==> src/rtl/seg7_pkg.sv <==
// -----------------------------------------------------------------------------
// seg7_pkg
// Shared definitions for the 7-segment hex writer:
//   state_t     - sequencer states (IDLE, REQ, WRITE, DONE)
//   NUM_DIGITS  - hex digits per displayed value (6)
//   NUM_PLANES  - segment-plane words written per update (5)
//   HEX_TABLE   - nibble -> lit-segment pattern, bit0 = a ... bit6 = g
//   pack_plane  - gathers one segment plane out of the six digit patterns
// -----------------------------------------------------------------------------
package seg7_pkg;

   localparam int NUM_DIGITS = 6;
   localparam int NUM_PLANES = 5;

   typedef enum logic [1:0] {
      IDLE  = 2'd0,
      REQ   = 2'd1,
      WRITE = 2'd2,
      DONE  = 2'd3
   } state_t;

   typedef logic [NUM_DIGITS-1:0][6:0] seg_vec_t;

   localparam logic [6:0] HEX_TABLE [16] = '{
      7'h3F, 7'h06, 7'h5B, 7'h4F, 7'h66, 7'h6D, 7'h7D, 7'h07,
      7'h7F, 7'h6F, 7'h77, 7'h7C, 7'h39, 7'h5E, 7'h79, 7'h71
   };

   // Digit 0 always lands in the most significant used bit (or bit pair) of a
   // plane; digit 5 lands in bit 0 (or bits 1:0). Two-segment planes put the
   // first-named segment in the upper bit of each pair.
   function automatic logic [31:0] pack_plane(input logic [2:0] plane, input seg_vec_t seg);
      logic [31:0] word;
      case (plane)
         3'd0: word = {26'd0, seg[0][0], seg[1][0], seg[2][0], seg[3][0], seg[4][0], seg[5][0]};
         3'd1: word = {20'd0, seg[0][1], seg[0][5], seg[1][1], seg[1][5], seg[2][1], seg[2][5],
                              seg[3][1], seg[3][5], seg[4][1], seg[4][5], seg[5][1], seg[5][5]};
         3'd2: word = {26'd0, seg[0][6], seg[1][6], seg[2][6], seg[3][6], seg[4][6], seg[5][6]};
         3'd3: word = {20'd0, seg[0][2], seg[0][4], seg[1][2], seg[1][4], seg[2][2], seg[2][4],
                              seg[3][2], seg[3][4], seg[4][2], seg[4][4], seg[5][2], seg[5][4]};
         3'd4: word = {26'd0, seg[0][3], seg[1][3], seg[2][3], seg[3][3], seg[4][3], seg[5][3]};
         default: word = 32'd0;
      endcase
      return word;
   endfunction

endpackage

==> src/rtl/seg7_hex_writer_if.sv <==
// -----------------------------------------------------------------------------
// seg7_hex_writer_if
// Request side (start/value/busy/done) and shared data-bus side
// (bus_req/bus_gnt/write_enable/cs_7seg/address/data_write) of the writer.
//   master - the hex writer itself
//   slave  - the environment: requester, arbiter and 7-segment driver
// -----------------------------------------------------------------------------
interface seg7_hex_writer_if;
   logic        start;
   logic [23:0] value;
   logic        busy;
   logic        done;
   logic        bus_req;
   logic        bus_gnt;
   logic        write_enable;
   logic        cs_7seg;
   logic [31:0] address;
   logic [31:0] data_write;

   modport master (
      input  start, value, bus_gnt,
      output busy, done, bus_req, write_enable, cs_7seg, address, data_write
   );

   modport slave (
      output start, value, bus_gnt,
      input  busy, done, bus_req, write_enable, cs_7seg, address, data_write
   );
endinterface

==> src/rtl/hex_to_seg7.sv <==
// -----------------------------------------------------------------------------
// hex_to_seg7
// Combinational nibble to 7-segment decoder.
//   digit_i [3:0] - hex digit
//   seg_o   [6:0] - lit pattern, 1 = lit, bit0 = a ... bit6 = g
// -----------------------------------------------------------------------------
module hex_to_seg7
   import seg7_pkg::*;
(
   input  logic [3:0] digit_i,
   output logic [6:0] seg_o
);

   assign seg_o = HEX_TABLE[digit_i];

endmodule

==> src/rtl/seg7_hex_writer.sv <==
// -----------------------------------------------------------------------------
// seg7_hex_writer
// Takes a six-digit hex value on start, decodes it to segment patterns and
// writes the five segment-plane words to the 7-segment driver over the shared
// bus, holding the bus through a request/grant handshake.
//   clk     - clock
//   reset_n - synchronous, active-low reset
//   bus     - seg7_hex_writer_if.master (request side + bus side)
// Parameters:
//   BASE_ADDR     - address of plane 0; planes at BASE_ADDR..BASE_ADDR+4
//   BLANK_LEADING - 1: blank digits above the most significant non-zero one
// -----------------------------------------------------------------------------
module seg7_hex_writer
   import seg7_pkg::*;
#(
   parameter logic [31:0] BASE_ADDR     = 32'd3,
   parameter bit          BLANK_LEADING = 1'b0
) (
   input  logic              clk,
   input  logic              reset_n,
   seg7_hex_writer_if.master bus
);

   localparam logic [2:0] LAST_PLANE = 3'(NUM_PLANES - 1);

   state_t      state_q, state_d;
   logic [2:0]  index_q, index_d;
   logic [23:0] work_q, work_d;
   logic [23:0] pend_val_q, pend_val_d;
   logic        pend_q, pend_d;

   seg_vec_t                raw_seg_s;
   seg_vec_t                seg_s;
   logic [NUM_DIGITS-1:0]   shown_s;
   logic                    wr_s;

   // Per-digit decode of the working register, with optional leading blanking.
   for (genvar g = 0; g < NUM_DIGITS; g++) begin : g_digit
      hex_to_seg7 u_dec (
         .digit_i (work_q[4*g +: 4]),
         .seg_o   (raw_seg_s[g])
      );
      // A digit stays visible if it or any digit above it is non-zero.
      if (g == 0) begin : g_lsd
         assign shown_s[g] = 1'b1;
      end else begin : g_upper
         assign shown_s[g] = |work_q[23:4*g];
      end
      assign seg_s[g] = (BLANK_LEADING && !shown_s[g]) ? 7'd0 : raw_seg_s[g];
   end

   // State, plane index, working value and pending-start registers.
   always_ff @(posedge clk) begin
      if (!reset_n) begin
         state_q    <= IDLE;
         index_q    <= 3'd0;
         work_q     <= 24'd0;
         pend_val_q <= 24'd0;
         pend_q     <= 1'b0;
      end else begin
         state_q    <= state_d;
         index_q    <= index_d;
         work_q     <= work_d;
         pend_val_q <= pend_val_d;
         pend_q     <= pend_d;
      end
   end

   // Next-state logic: sequencing, plane advance and start capture.
   always_comb begin
      state_d    = state_q;
      index_d    = index_q;
      work_d     = work_q;
      pend_val_d = pend_val_q;
      pend_d     = pend_q;

      // A start during an active sequence is parked; the newest one wins.
      if (bus.start && ((state_q == REQ) || (state_q == WRITE))) begin
         pend_val_d = bus.value;
         pend_d     = 1'b1;
      end else begin
         pend_d     = pend_q;
      end

      case (state_q)
         IDLE: begin
            if (bus.start) begin
               work_d  = bus.value;
               state_d = REQ;
            end else begin
               state_d = IDLE;
            end
         end
         REQ: begin
            if (bus.bus_gnt) begin
               state_d = WRITE;
               index_d = 3'd0;
            end else begin
               state_d = REQ;
            end
         end
         WRITE: begin
            // Without grant the index holds so the same plane is retried.
            if (bus.bus_gnt) begin
               if (index_q == LAST_PLANE) begin
                  state_d = DONE;
                  index_d = 3'd0;
               end else begin
                  index_d = index_q + 3'd1;
               end
            end else begin
               index_d = index_q;
            end
         end
         DONE: begin
            // A start arriving in this very cycle is newer than any parked one.
            if (bus.start) begin
               work_d  = bus.value;
               pend_d  = 1'b0;
               state_d = REQ;
            end else if (pend_q) begin
               work_d  = pend_val_q;
               pend_d  = 1'b0;
               state_d = REQ;
            end else begin
               state_d = IDLE;
            end
         end
         default: begin
            state_d = IDLE;
            index_d = 3'd0;
         end
      endcase
   end

   // Status and bus outputs, decoded from state, plane index and grant.
   always_comb begin
      wr_s             = (state_q == WRITE) && bus.bus_gnt;
      bus.busy         = (state_q != IDLE);
      bus.done         = (state_q == DONE);
      bus.bus_req      = (state_q == REQ) || (state_q == WRITE);
      bus.write_enable = wr_s;
      bus.cs_7seg      = wr_s;
      if (wr_s) begin
         bus.address    = BASE_ADDR + {29'd0, index_q};
         bus.data_write = pack_plane(index_q, seg_s);
      end else begin
         bus.address    = 32'd0;
         bus.data_write = 32'd0;
      end
   end

endmodule

==> src/flat_wrapper.sv <==
// flat-port wrapper written by rule: the top's interface ports become plain ports
module seg7_hex_writer_flat import seg7_pkg::*;
#(
   parameter logic [31:0] BASE_ADDR     = 32'd3,
   parameter bit          BLANK_LEADING = 1'b0
)
  (clk, reset_n, bus_start, bus_value, bus_bus_gnt, bus_busy, bus_done, bus_bus_req, bus_write_enable, bus_cs_7seg, bus_address, bus_data_write);
  seg7_hex_writer_if bus_i ();
  input  logic clk;
  input  logic reset_n;
  input wire logic [$bits(bus_i.start)-1:0] bus_start;
  input wire logic [$bits(bus_i.value)-1:0] bus_value;
  input wire logic [$bits(bus_i.bus_gnt)-1:0] bus_bus_gnt;
  output wire logic [$bits(bus_i.busy)-1:0] bus_busy;
  output wire logic [$bits(bus_i.done)-1:0] bus_done;
  output wire logic [$bits(bus_i.bus_req)-1:0] bus_bus_req;
  output wire logic [$bits(bus_i.write_enable)-1:0] bus_write_enable;
  output wire logic [$bits(bus_i.cs_7seg)-1:0] bus_cs_7seg;
  output wire logic [$bits(bus_i.address)-1:0] bus_address;
  output wire logic [$bits(bus_i.data_write)-1:0] bus_data_write;
  assign bus_i.start = bus_start;
  assign bus_i.value = bus_value;
  assign bus_i.bus_gnt = bus_bus_gnt;
  assign bus_busy = bus_i.busy;
  assign bus_done = bus_i.done;
  assign bus_bus_req = bus_i.bus_req;
  assign bus_write_enable = bus_i.write_enable;
  assign bus_cs_7seg = bus_i.cs_7seg;
  assign bus_address = bus_i.address;
  assign bus_data_write = bus_i.data_write;
  seg7_hex_writer #(.BASE_ADDR(BASE_ADDR), .BLANK_LEADING(BLANK_LEADING)) u_core (.clk(clk), .reset_n(reset_n), .bus(bus_i));
endmodule
==> config.mk <==
export PLATFORM = sky130hd
export DESIGN_NAME = seg7_hex_writer_flat
export DESIGN_NICKNAME = d
export VERILOG_FILES = /design/src/rtl/seg7_pkg.sv /design/src/rtl/seg7_hex_writer_if.sv /design/src/rtl/hex_to_seg7.sv /design/src/rtl/seg7_hex_writer.sv /design/src/flat_wrapper.sv
export SDC_FILE = /design/constraint.sdc
export NUM_CORES = 1
export LEC_CHECK = 0
export BUFFER_PORTS_ARGS = -buffer_cell sky130_fd_sc_hd__buf_2
export CORE_MARGIN = 5
export CORE_UTILIZATION = 44
export CTS_CLUSTER_DIAMETER = 120
export DETAILED_ROUTE_END_ITERATION = 7
export PLACE_DENSITY = 0.67
export RECOVER_POWER = 50
export SKIP_CTS_REPAIR_TIMING = 1
export SLEW_MARGIN = 20
export SYNTH_ARGS = -nofsm -noshare
export SYNTH_HDL_FRONTEND = slang
export SYNTH_SLANG_ARGS = --single-unit
==> constraint.sdc <==
create_clock -name clk -period 3.7 [get_ports clk]
set_input_delay 0.555 -clock clk [delete_from_list [all_inputs] [get_ports clk]]
set_output_delay 0.555 -clock clk [all_outputs]
set_load 0.005 [all_outputs]
# After elaboration in Yosys (flattened, before gate mapping)
# Memories as Yosys holds them, arrays and structs flattened.
# Index checks and enable logic that the tools add are counted.
# W data, S select, Z words.
[classes]
n_mux = 34
n_addsub = 2
n_reduce_logical = 11
n_lt_le_gt_ge = 6
eq_ne = 12
bitwise_logic = 6
[op_table]
columns = ["operator", "count"]
rows = [
  ["$mux W7", 12],
  ["$mux W24", 3],
  ["$pmux W12 S5", 1],
  ["$pmux W24 S2", 1],
  ["$mux W32", 1],
  ["$ge A5 B5 Y1 const B", 6],
  ["$not A4 Y5", 6],
  ["$mux W12", 1],
  ["$mux W3", 3],
  ["$mux W2", 4],
  ["$ne A2 B2 Y1 const B", 4],
  ["$pmux W2 S4", 1],
  ["$eq A3 B2 Y1 const B", 2],
  ["$mux W1", 6],
  ["$pmux W3 S2", 1],
  ["$reduce_and A3 Y1", 2],
  ["$reduce_bool A2 Y1", 3],
  ["$add A2 B3 Y4 const A", 1],
  ["$eq A2 B2 Y1 const B", 2],
  ["$add A3 B1 Y3 const B", 1],
  ["$eq A3 B1 Y1 const B", 1],
  ["$eq A3 B3 Y1 const B", 1],
  ["$logic_not A3 Y1", 1],
  ["$ne A3 B2 Y1 const B", 1],
  ["5 further kinds", 6],
]
[word_totals]
word_cells = 82
in_bits = 28
mem_bits_ro = 672
mem_count = 6
register_bits = 54
out_inout_bits = 69
[memory_table]
columns = ["memory", "depth", "width", "read_ports", "rd_ports_with_merged_regs", "wr", "line_no", "text"]
rows = [
  ["(name not given)", 16, 7, 1, 0, 0, "hex_to_seg7.sv:14", "assign seg_o = HEX_TABLE[digit_i];"],
  ["(name not given)", 16, 7, 1, 0, 0, "hex_to_seg7.sv:14", ""],
  ["(name not given)", 16, 7, 1, 0, 0, "hex_to_seg7.sv:14", ""],
  ["(name not given)", 16, 7, 1, 0, 0, "hex_to_seg7.sv:14", ""],
  ["(name not given)", 16, 7, 1, 0, 0, "hex_to_seg7.sv:14", ""],
  ["(name not given)", 16, 7, 1, 0, 0, "hex_to_seg7.sv:14", ""],
]

# Logic depth before layout (Yosys ltp)
# Gate-level depths: netlist of run 1.
[depth]
ltp_word = 7
mapped_depth = 8

# By module
# From an unflattened synthesis of run 1, not the netlist that was laid out.
[hier_totals]
cells_unflattened = 561
hier_area_um2 = 4882.2
[modules_own_cells]
columns = ["module", "n_inst", "cells_per_inst", "area_per_inst_um2", "seq_area_each_um2"]
rows = [
  ["seg7_hex_writer", 1, 363, 3148.0, 1081.0],
  ["hex_to_seg7 at u_core.g_digit[0].u_dec ...", 3, 33, 290.3, 0.0],
  ["hex_to_seg7 at u_core.g_digit[3].u_dec ...", 3, 33, 287.8, 0.0],
]

# Least setup slack after synthesis of run 1
# No wires, ideal clock.
[synth_path]
kind = "register -> output"
startpoint = "reg u_core.work_q[16]"
endpoint = "out bus_data_write[1]"
n_path_buf = 0
required_time_ns = 3.145
stages_incl_launch_ff = 7
arrival_time_ns = 1.642
slack_ns = 1.503
cell_sequence = "dfxtp_1 inv_1 ha_1 inv_1 mux4_2 o22a_1 a31oi_1"
[synth_between]
elab_chain_len = 6
[synth_rtl]
columns = ["item", "line_no", "text"]
rows = [
  ["from (decl)", "seg7_hex_writer.sv:28", "logic [23:0] work_q, work_d;"],
  ["from (signal assigned)", "seg7_hex_writer.sv:63", "work_q <= work_d;"],
  ["$not A4 Y5 (not written as such)", "hex_to_seg7.sv:14", ""],
  ["$mem_v2 Z16 W7", "--", ""],
  ["$mux W7 (not written as such) (2 in a row)", "hex_to_seg7.sv:14", ""],
  ["$pmux W12 S5", "seg7_pkg.sv:34", "case (plane)"],
  ["$mux W12", "seg7_hex_writer.sv:144", "if (wr_s) begin"],
  ["to (decl)", "flat_wrapper.sv:20", "output wire logic [$bits(bus_i.data_write)-1:0] bus_data_write;"],
]
# Every way passes these cells. The select of a mux whose other input is x is not followed.

# Worst setup path in the final report of run 1
[layout_path]
startpoint = "reg u_core.state_q[0]"
endpoint = "reg u_core.work_q[16]"
[layout_between]
elab_chain_len = 3
word_cells_on_any_way = 7
[layout_rtl]
columns = ["item", "line_no", "text"]
rows = [
  ["from (decl)", "seg7_hex_writer.sv:26", "state_t state_q, state_d;"],
  ["from (signal assigned)", "seg7_hex_writer.sv:61", "state_q <= state_d;"],
  ["$eq A2 B2 Y1 / $logic_not A2 Y1 (equally long branches)", "seg7_hex_writer.sv:85", "case (state_q)"],
  ["$ne A3 B2 Y1 (no source line), or another cell as far along", "--", ""],
  ["$reduce_and A3 Y1 (no source line)", "--", ""],
]
# Parallel ways exist; a longest one is shown, timed or not.
# A chain may end at the register's enable or synchronous reset.

==> results of run 1 <==
==> where the power goes <==
group          internal [uW]  switching, uW
clock network            151            182
logic                    182            211
registers                629           90.1
total                    962            483
==> state kept, by name (all words and copies together), names as in the netlist, named ones only <==
signal	count
u_core.state_q	1
u_core.work_q	24
u_core.pend_val_q	24
u_core.index_q	3
u_core.pend_q	1
==> cells in the mapped netlist (all sizes together), types with 3 or more instances <==
library cell,n,area share
nand2,105,0.087
buf,67,0.10
dfxtp,54,0.24
ha,47,0.13
mux2i,33,0.073
inv,29,0.025
nor2,26,0.021
a21boi,25,0.041
o211a,24,0.053
clkbuf,18,0.015
o21ai,16,0.018
a21oi,13,0.014
mux2,11,0.027
nor2b,11,0.015
a31oi,9,0.012
nand3,9,0.0099
o311ai,8,0.015
o211ai,7,0.012
a211oi,5,0.0083
a221oi,5,0.0096
a32oi,4,0.0077
mux4,4,0.020
a22oi,3,0.0050
nand2b,3,0.0041
nand3b,3,0.0050
nor3b,3,0.0050
o22a,3,0.0058
==> worst max-delay path: stages, from the launching register on <==
cell	delay, ps
dfxtp_1	440
inv_1	100
ha_1	230
inv_1	90
a21oi_1	80
nor2_2	90
clkbuf_1	1360
nand2_1	240
o211a_1	230
==> per-stage QoR <==
step                      instance area [sq um]  hold slack, ps    util
final                                      4720           468.2  0.4634
after global routing                       4720           495.9  0.4634
after CTS                                  4725           472.7  0.4639
after detailed placement                   4633           459.8  0.4549
after global placement                     4633           451.3  0.4549
after floorplan                            4721           442.8       -
==> logic make-up after synthesis <==
| logic type | count (synthesis) | synth area share |
|---|---|---|
| AO/OA/AOI/OAI | 130 | 0.2167 |
| flip-flops | 54 | 0.2379 |
| XOR/XNOR | 1 | 0.001928 |
| buffers and inverters | 114 | 0.1429 |
| AND/OR/NAND/NOR | 162 | 0.1506 |
| adder cells (fa/ha/maj) | 47 | 0.1294 |
| other | 1 | 0.0008252 |
| multiplexers | 48 | 0.1198 |
==> worst paths after layout <==
kind | to | cells after the start
setup reg to reg | u_core.work_q[16]$_SDFFE_PN0P_ | 8
setup / recovery | u_core.work_q[16]$_SDFFE_PN0P_ | 8
hold reg to reg | u_core.pend_val_q[11]$_SDFFE_PN0P_ | 2
hold / removal | u_core.pend_val_q[11]$_SDFFE_PN0P_ | 2
==> layer usage <==
metal,vias to the layer above,track usage
met5,-,0
met4,0,0.04623
met3,10,0.01630
met2,106,0.2654
met1,1767,0.2088
li1,1876,-
==> area by class of cell <==
| class | instances | area, sq um |
|---|---|---|
| Sequential cell | 54 | 1081 |
| Multi-Input combinational cell | 436 | 2993 |
| Clock buffer | 7 | 86.33 |
| Inverter | 29 | 111.4 |
| Tap cell | 136 | 170.2 |
| Fill cell | 1028 | 5465 |
| Timing Repair Buffer | 53 | 272.8 |
| Clock inverter | 1 | 5.005 |
==> flow_metrics.py, run 1 <==
metrics = {
    "layout": {
        "area_growth_pct": 3.855,
        "final_nets": 654,
        "antennaDiodeCount": 0,
        "layout-drive-gt1-share": 0.1310,
        "final_cell_count_no_fill": 716,
        "layout_common_cells": "105 x nand2_1, 54 x dfxtp_1, 48 x conb_1, 47 x ha_1, 47 x buf_2",
        "layout_commonest_cell": "nand2_1",
    },
    "floorplan": {
        "num_rows": 37,
        "die_area_sq_mm": 0.01246,
        "core_area_sq_mm": 0.01018,
        "io_pins": 97,
        "dieWidth_um": 111.6,
        "initial_core_util": 0.4462,
        "die_h_um": 111.6,
    },
    "sta": {
        "fmax_ghz": 0.3356,
        "slew_viol_final": 49,
        "max-slew-margin-rel": -0.2648,
        "finalSetupViolations": 0,
        "min_period_ps": 2980,
        "layout_setup_ws_ps": 720.3,
        "fin_skew_ps": 4.256,
        "period_share": 0.8053,
        "grt_setup_unrepaired": "no",
        "worstMarginPinSlew_ps": 1897,
        "hold_violations": 0,
        "setup-tns-final_ps": 0,
    },
    "routing": {
        "vias": 3759,
        "drt_wl_total_um": 10010,
        "drcViolationCount": 0,
        "routed_via_density": 5.250,
        "wl_met2_um": 4702,
        "wl_per_cell_um": 13.99,
        "ant_nets": 0,
        "wirelength_met1_um": 4660,
        "met3WireLength_um": 482,
        "drt_pass1_iterations": 4,
        "maxUsedRoutingLayer": "met4",
        "detail_route.iter0.violations": 194,
    },
    "synth": {
        "ys.flop_type": "dfxtp_1",
        "synth_area_sq_mm": 0.004544,
        "synthCells": 557,
        "synth-edff-count": 0,
        "synth_seq_cells": 54,
        "synth_cell_types": 44,
        "syn_area_per_cell_sq_um": 8.159,
        "synth.yosys.seq_area_share": 0.2379,
        "yosys_warnings": 0,
        "ys_async_sr_fraction": 0,
    },
    "clock_tree": {
        "cts_tree": "done",
        "cts_sinks": 54,
        "cts_max_level": 2,
        "cts_root_buf": "clkbuf_8",
        "clk_path_buf_depth": 2,
        "insertion_delay_ps": 300,
        "cts_buffers": 5,
        "clk_pin_slew_ps": 90,
    },
    "power_and_ir_drop": {
        "powerDensity_mw_per_mm2": 306.2,
        "peakVddDrop_v": 0.0001598,
        "power_uw": 1445,
        "power.leakage_uw": 0.002321,
    },
    "grt": {
        "first_global_vias": 3542,
        "grt_max_degree": 55,
        "overflow": 0,
        "grt_use_total": 0.1561,
        "grt_antenna_before_repair": 0,
        "grt_pass1_wl_um": 16730,
    },
    "run_status": {
        "violations": "capacitance limit, slew limit",
        "status": "complete, but fails checks",
    },
    "flow_run": {
        "cap_viol_max_count": 1,
    },
    "worst_setup_path": {
        "cp.arrival_ps": 3180,
        "worstReg2RegStart": "u_core.state_q[0]$_SDFFE_PN0P_",
        "timing_worst_setup_path_type": "flop to flop",
        "ff2ff_setup_slack_ps": 720,
        "required_ps": 3900,
        "worstSetupEndpointType": "flop",
        "path_max_fanout": 48,
        "worstSetupStartpointType": "flop",
        "startpoint": "u_core.state_q[0]$_SDFFE_PN0P_",
    },
    "worst_hold_path": {
        "worstHoldPathType": "flop to flop",
        "hold_start": "u_core.pend_val_q[11]$_SDFFE_PN0P_",
    },
    "place": {
        "dpl.cell_count": 708,
        "gp_congestion": 0.8204,
        "place_ws_ps": 1122,
        "hpwl_um": 7723,
        "portBuffers": 48,
    },
}
(Power assumes the default switching activity.)
==> run 2, diff against run 1 <==
==> constraint.sdc (replaced) <==
create_clock -name clk -period 3.1 [get_ports clk]
set_input_delay 0.465 -clock clk [delete_from_list [all_inputs] [get_ports clk]]
set_output_delay 0.465 -clock clk [all_outputs]
set_load 0.005 [all_outputs]
==> run 2 against run 1 <==
  * The run now ends clean
  * Combinational power rose by 19%
  * Core utilization rose by 0.26 points
  * Setup slack got worse by 360 ps
  * Hold slack got worse by 63 ps
  * Critical path depth did not move
  * Flip-flop and latch count did not move
  * Largest power group unchanged
==> flow_metrics.py, run 2 (synthesized netlist as in run 1, its figures left out) <==
metrics = {
    "grt": {
        "first_global_vias": 3515,
        "grt_antenna_before_repair": 0,
        "overflow": 0,
        "grt_use_total": 0.1575,
        "grt_pass1_wl_um": 16730,
        "grt_max_degree": 55,
    },
    "place": {
        "portBuffers": 48,
        "hpwl_um": 7432,
        "placed_cell_area_sq_mm": 0.004641,
        "gp_congestion": 0.8410,
        "dpl.cell_count": 709,
    },
    "clock_tree": {
        "cts_tree": "done",
        "clk_path_buf_depth": 2,
        "clk_pin_slew_ps": 90,
        "cts_root_buf": "clkbuf_8",
        "cts_buffers": 5,
        "insertion_delay_ps": 310,
        "cts_max_level": 2,
        "cts_sinks": 54,
    },
    "worst_setup_path": {
        "path_cells": "inv_1 > ha_1 > nor2_1 > nand2_1 > o21ai_0 > buf_4 > a31oi_1 > buf_2",
        "worstSetupEndpointType": "output port",
        "r2r_cells": 8,
        "ff2ff_setup_slack_ps": 850,
        "path_max_fanout": 12,
        "cp_num_buf_inv": 3,
        "timing_worst_setup_path_type": "flop to output port",
        "cp.arrival_ps": 2270,
        "worstSetupStartpointType": "flop",
        "worst_path_max_delay_cell": "dfxtp_1",
        "crit_family": "flip-flops",
        "required_ps": 2630,
        "max_stage_delay_ps": 640,
        "worstReg2RegStart": "u_core.state_q[0]$_SDFFE_PN0P_",
        "r2r-end": "u_core.work_q[4]$_SDFFE_PN0P_",
    },
    "power_and_ir_drop": {
        "switchingPower_uw": 583.3,
        "clkPwrFrac": 0.255,
        "power.leakage_uw": 0.002333,
        "powerDensity_mw_per_mm2": 374.3,
        "combPwrFrac": 0.264,
        "p_sw_frac": 0.3284,
        "peakVddDrop_v": 0.0002565,
        "p_seq_frac": 0.481,
        "p_int_uw": 1193,
    },
    "floorplan": {
        "num_rows": 37,
        "die_h_um": 111.6,
        "core_area_sq_mm": 0.01018,
        "dieWidth_um": 111.6,
        "io_pins": 97,
        "die_area_sq_mm": 0.01246,
        "initial_core_util": 0.4462,
    },
    "layout": {
        "layout_commonest_cell": "nand2_1",
        "nFillCells": 995,
        "antennaDiodeCount": 0,
        "finish.instance_area_sq_mm": 0.004746,
        "final_cell_count_no_fill": 717,
        "area_growth_pct": 4.433,
        "layout_common_cells": "105 x nand2_1, 54 x dfxtp_1, 48 x conb_1, 47 x ha_1, 45 x buf_2",
        "top_regs": "u_core.pend_val_q: 24 flops, u_core.work_q: 24 flops, u_core.index_q: 3 flops",
        "final_nets": 655,
        "layout-drive-gt1-share": 0.1343,
    },
    "routing": {
        "drcViolationCount": 0,
        "drt_wl_total_um": 9897,
        "detail_route.iter0.violations": 279,
        "wl_per_cell_um": 13.80,
        "drt_pass1_iterations": 4,
        "vias": 3717,
        "ant_nets": 0,
        "routed_via_density": 5.184,
    },
    "worst_hold_path": {
        "holdPathStages": 3,
        "hold_start": "bus_value[20]",
        "worstHoldPathType": "primary input to flop",
        "holdPathEnd": "u_core.pend_val_q[20]$_SDFFE_PN0P_",
    },
    "sta": {
        "grt_setup_unrepaired": "no",
        "fin_skew_ps": 3.917,
        "hold_violations": 0,
        "worstMarginPinSlew_ps": 1310,
        "max-slew-margin-rel": 0.1263,
        "period_share": 0.8835,
        "finalSetupViolations": 0,
        "fmax_ghz": 0.3651,
        "timing.hold.ws_ps": 405.4,
        "min_period_ps": 2739,
        "slew_viol_final": 0,
        "setup-tns-final_ps": 0,
    },
    "run_status": {
        "status": "finished clean",
    },
    "flow_run": {
        "cap_viol_max_count": 0,
    },
}
-- run 2: final cells by class --
type / instances / area [sq um] / share of cell area
clock buffers: 8 / 110.1 / 0.02320
inverters: 29 / 111.4 / 0.02346
well taps: 136 / 170.2 / 0.03586
flip-flops and latches: 54 / 1081 / 0.2278
multi-input cells: 436 / 2993 / 0.6306
repair buffers: 54 / 280.3 / 0.05906
-- run 2: tightest hold or removal path, delay by kind of cell --
kind            cells  cell delay [ps]
simple gates        1               40
buf+inv             1              100
compound gates      1               60
-- run 2: through the flow --
step / power, uW / util / setup WS [ps]
floorplan: 1266 / - / 992.6
global placement: 1316 / 0.4557 / 734.6
detailed placement: 1335 / 0.4557 / 692.1
CTS: 1791 / 0.4665 / 329.2
global route: 1905 / 0.4660 / 195.7
finish: 1776 / 0.4660 / 361.2
-- run 2: worst max path at each step --
| stage | start | cells after the start | endpoint |
|---|---|---|---|
| global placement | u_core.index_q[2]$_SDFFE_PN0P_ | 8 | bus_data_write[10] |
| floorplan | u_core.work_q[16]$_SDFFE_PN0P_ | 6 | bus_data_write[1] |
| CTS | u_core.index_q[2]$_SDFFE_PN0P_ | 8 | bus_data_write[6] |
| detailed placement | u_core.index_q[2]$_SDFFE_PN0P_ | 8 | bus_data_write[6] |
| global route | u_core.index_q[2]$_SDFFE_PN0P_ | 8 | bus_data_write[10] |
| finish | u_core.index_q[2]$_SDFFE_PN0P_ | 8 | bus_data_write[5] |
-- run 2: power by group through the flow --
| stage | Combinational [uW] | Sequential (uW) | Clock, uW |
|---|---|---|---|
| CTS | 467 | 853 | 470 |
| global route | 534 | 868 | 503 |
| finish | 468 | 855 | 453 |
| floorplan | 453 | 812 | 0 |
| global placement | 452 | 864 | 0 |
| detailed placement | 465 | 869 | 0 |
-- run 2: metal layers --
layer,GRT usage,vias to the layer above,wire length [um]
li1,-,1879,-
met1,0.2103,1719,4623
met2,0.2626,107,4541
met3,0.02011,12,550
met4,0.05272,0,182
met5,0,-,0
==> run 3, diff against run 2 <==
--- a/config.mk
+++ b/config.mk
@@ -7,13 +7,14 @@
 export LEC_CHECK = 0
 export BUFFER_PORTS_ARGS = -buffer_cell sky130_fd_sc_hd__buf_2
 export CORE_MARGIN = 5
-export CORE_UTILIZATION = 44
+export CORE_UTILIZATION = 57
 export CTS_CLUSTER_DIAMETER = 120
 export DETAILED_ROUTE_END_ITERATION = 7
-export PLACE_DENSITY = 0.67
+export PLACE_DENSITY = 0.94
 export RECOVER_POWER = 50
 export SKIP_CTS_REPAIR_TIMING = 1
 export SLEW_MARGIN = 20
 export SYNTH_ARGS = -nofsm -noshare
 export SYNTH_HDL_FRONTEND = slang
+export SYNTH_HIERARCHICAL = 1
 export SYNTH_SLANG_ARGS = --single-unit
==> run 3 against run 2 <==
  * Critical path depth is 2 lower
  * Final area is 4.7% higher
  * Clock-buffer cell count is 2 lower
  * Final cell count is 4.2% lower
  * Highest routed layer unchanged
  * Largest power group unchanged
==> flow_metrics.py, run 3 <==
metrics = {
    "clock_tree": {
        "cts_max_level": 2,
        "cts_sinks": 54,
        "cts_root_buf": "clkbuf_8",
        "cts_buffers": 5,
        "cts_tree": "done",
        "insertion_delay_ps": 310,
        "clk_pin_slew_ps": 100,
        "clk_path_buf_depth": 2,
    },
    "grt": {
        "grt_max_degree": 55,
        "overflow": 0,
        "grt_pass1_wl_um": 16820,
        "grt_use_total": 0.1947,
        "grt_antenna_before_repair": 0,
        "first_global_vias": 3582,
    },
    "synth": {
        "synth_area_sq_mm": 0.004882,
        "ys_async_sr_fraction": 0,
        "netlist_top_cells_area": "dfxtp_1 22%, ha_1 13%, mux2i_1 7.6%",
        "synthCells": 561,
        "yosysMostFrequentCell": "nand2_1",
        "yosys.area.top_type_share": 0.2214,
        "synth_seq_cells": 54,
        "ys.flop_type": "dfxtp_1",
        "synth.yosys.seq_area_share": 0.2214,
        "yosys_warnings": 6,
        "syn_area_per_cell_sq_um": 8.703,
        "synth-edff-count": 0,
        "ys_top_cells_by_count": "87 x nand2_1, 54 x dfxtp_1, 52 x ha_1, 49 x buf_4, 38 x inv_1",
        "synth_cell_types": 44,
        "yosys.area.top_type": "dfxtp_1",
    },
    "layout": {
        "layout-drive-gt1-share": 0.1529,
        "top_regs": "u_core/pend_val_q: 24 flops, u_core/work_q: 24 flops, u_core/index_q: 3 flops",
        "final_nets": 662,
        "layout_common_cells": "87 x nand2_1, 54 x dfxtp_1, 52 x ha_1, 48 x conb_1, 45 x buf_2",
        "layout_commonest_cell": "nand2_1",
        "antennaDiodeCount": 0,
        "area_growth_pct": 1.743,
        "final_cell_count_no_fill": 687,
    },
    "worst_hold_path": {
        "worstHoldPathType": "primary input to flop",
        "holdPathStages": 3,
    },
    "floorplan": {
        "core_area_sq_mm": 0.008299,
        "num_rows": 33,
        "die_h_um": 102.6,
        "initial_core_util": 0.5883,
        "io_pins": 97,
        "die_area_sq_mm": 0.01052,
        "dieWidth_um": 102.6,
    },
    "routing": {
        "detail_route.iter0.violations": 282,
        "drcViolationCount": 0,
        "routed_via_density": 5.575,
        "wl_per_cell_um": 14.76,
        "ant_nets": 0,
        "vias": 3830,
        "drt_pass1_iterations": 5,
        "drt_wl_total_um": 10140,
    },
    "power_and_ir_drop": {
        "power_uw": 1828,
        "peakVddDrop_v": 0.0003426,
        "power.leakage_uw": 0.002490,
        "powerDensity_mw_per_mm2": 368.0,
    },
    "worst_setup_path": {
        "path_cells": "inv_1 > ha_1 > and2_0 > a222oi_1 > a21oi_1 > buf_2",
        "path_max_fanout": 9,
        "required_ps": 2630,
        "timing_worst_setup_path_type": "flop to output port",
        "worstSetupStartpointType": "flop",
        "max_stage_delay_ps": 620,
        "worst_path_max_delay_cell": "and2_0",
        "r2r_cells": 7,
        "worstSetupEndpointType": "output port",
        "cp.arrival_ps": 2370,
    },
    "sta": {
        "grt_setup_unrepaired": "no",
        "setup-tns-final_ps": 0,
        "fmax_ghz": 0.3528,
        "max-slew-margin-rel": 0.1735,
        "hold_violations": 0,
        "min_period_ps": 2834,
        "period_share": 0.9143,
        "slew_viol_final": 0,
        "fin_skew_ps": 7.480,
        "worstMarginPinSlew_ps": 1239,
        "finalSetupViolations": 0,
    },
    "place": {
        "dpl.cell_count": 680,
        "gp_congestion": 0.8670,
        "hpwl_um": 7726,
        "portBuffers": 48,
    },
    "flow_run": {
        "cap_viol_max_count": 0,
    },
    "run_status": {
        "status": "finished clean",
    },
}
==> run 3: cell count changes in the layout (fill, tap and decap cells not counted), moves of 7 or more <==
cell      delta
nand3_1      -9
nor2_1      -14
o21ai_0     -12
a31oi_1      -9
inv_1       +10
o211ai_1     -7
nand2_1     -18
nor3_1      +14
o311ai_0     -8
a21oi_1     +13
==> run 3: final timing paths <==
check                                                       start                            endpoint  slack (ps)
worst min register to register  u_core/pend_val_q[3]$_SDFFE_PN0P_   u_core/pend_val_q[3]$_SDFFE_PN0P_         470
worst max register to register     u_core/state_q[0]$_SDFFE_PN0P_      u_core/work_q[13]$_SDFFE_PN0P_         830
worst max-delay path               u_core/index_q[0]$_SDFFE_PN0P_                   bus_data_write[1]         270
worst min-delay path                                bus_value[21]  u_core/pend_val_q[21]$_SDFFE_PN0P_         420
==> run 3: cells by family after synthesis <==
kind of cell / after synthesis / synth area share
muxes: 61 / 0.1520
buffers and inverters: 124 / 0.1517
adders and majority gates: 52 / 0.1333
DFF: 54 / 0.2214
AOI/OAI and AO/OA: 122 / 0.2017
other: 1 / 0.0007681
xor gates and xnor gates: 1 / 0.001794
and+or+nand+nor: 146 / 0.1374
==> run 3: stage by stage <==
stage,worst slack [ps],utilization,hold WS (ps),cell area [sq um]
floorplan,1043,-,442.8,5059
global placement,823.1,0.5863,451.2,4866
detailed placement,729.5,0.5863,458.7,4866
CTS,380.1,0.5999,408.8,4979
global route,111.4,0.5985,408.9,4967
finish,265.8,0.5985,418.1,4967
==> run 3: final cells by class <==
class	instances	area, sq um
fillers	719	3332
inverters	39	146.4
multi-input cells	430	3231
well taps	105	131.4
clock buffers	6	82.58
clock inverters	1	30.03
flip-flops and latches	54	1081
repair buffers	52	265.3
==> run 3: report_power, final <==
part	switching, uW	internal [uW]
Combinational	252	255
Sequential	98.4	742
Clock	221	259
==> run 3: layer usage <==
layer  GRT usage  wire length [um]  up-vias
met2      0.3237              4870      135
met4     0.05752               170        0
met3     0.02774               591       17
li1            -                 -     1882
met5           0                 0        -
met1      0.2627              4507     1796
==> run 3: critical path: cells and delay by family, from the launching register on <==
kind                       cells  cell delay [ps]
DFF                            1              370
AOI/OAI and AO/OA              2              410
adders and majority gates      1              360
and+or+nand+nor                1              620
buffers and inverters          2              300
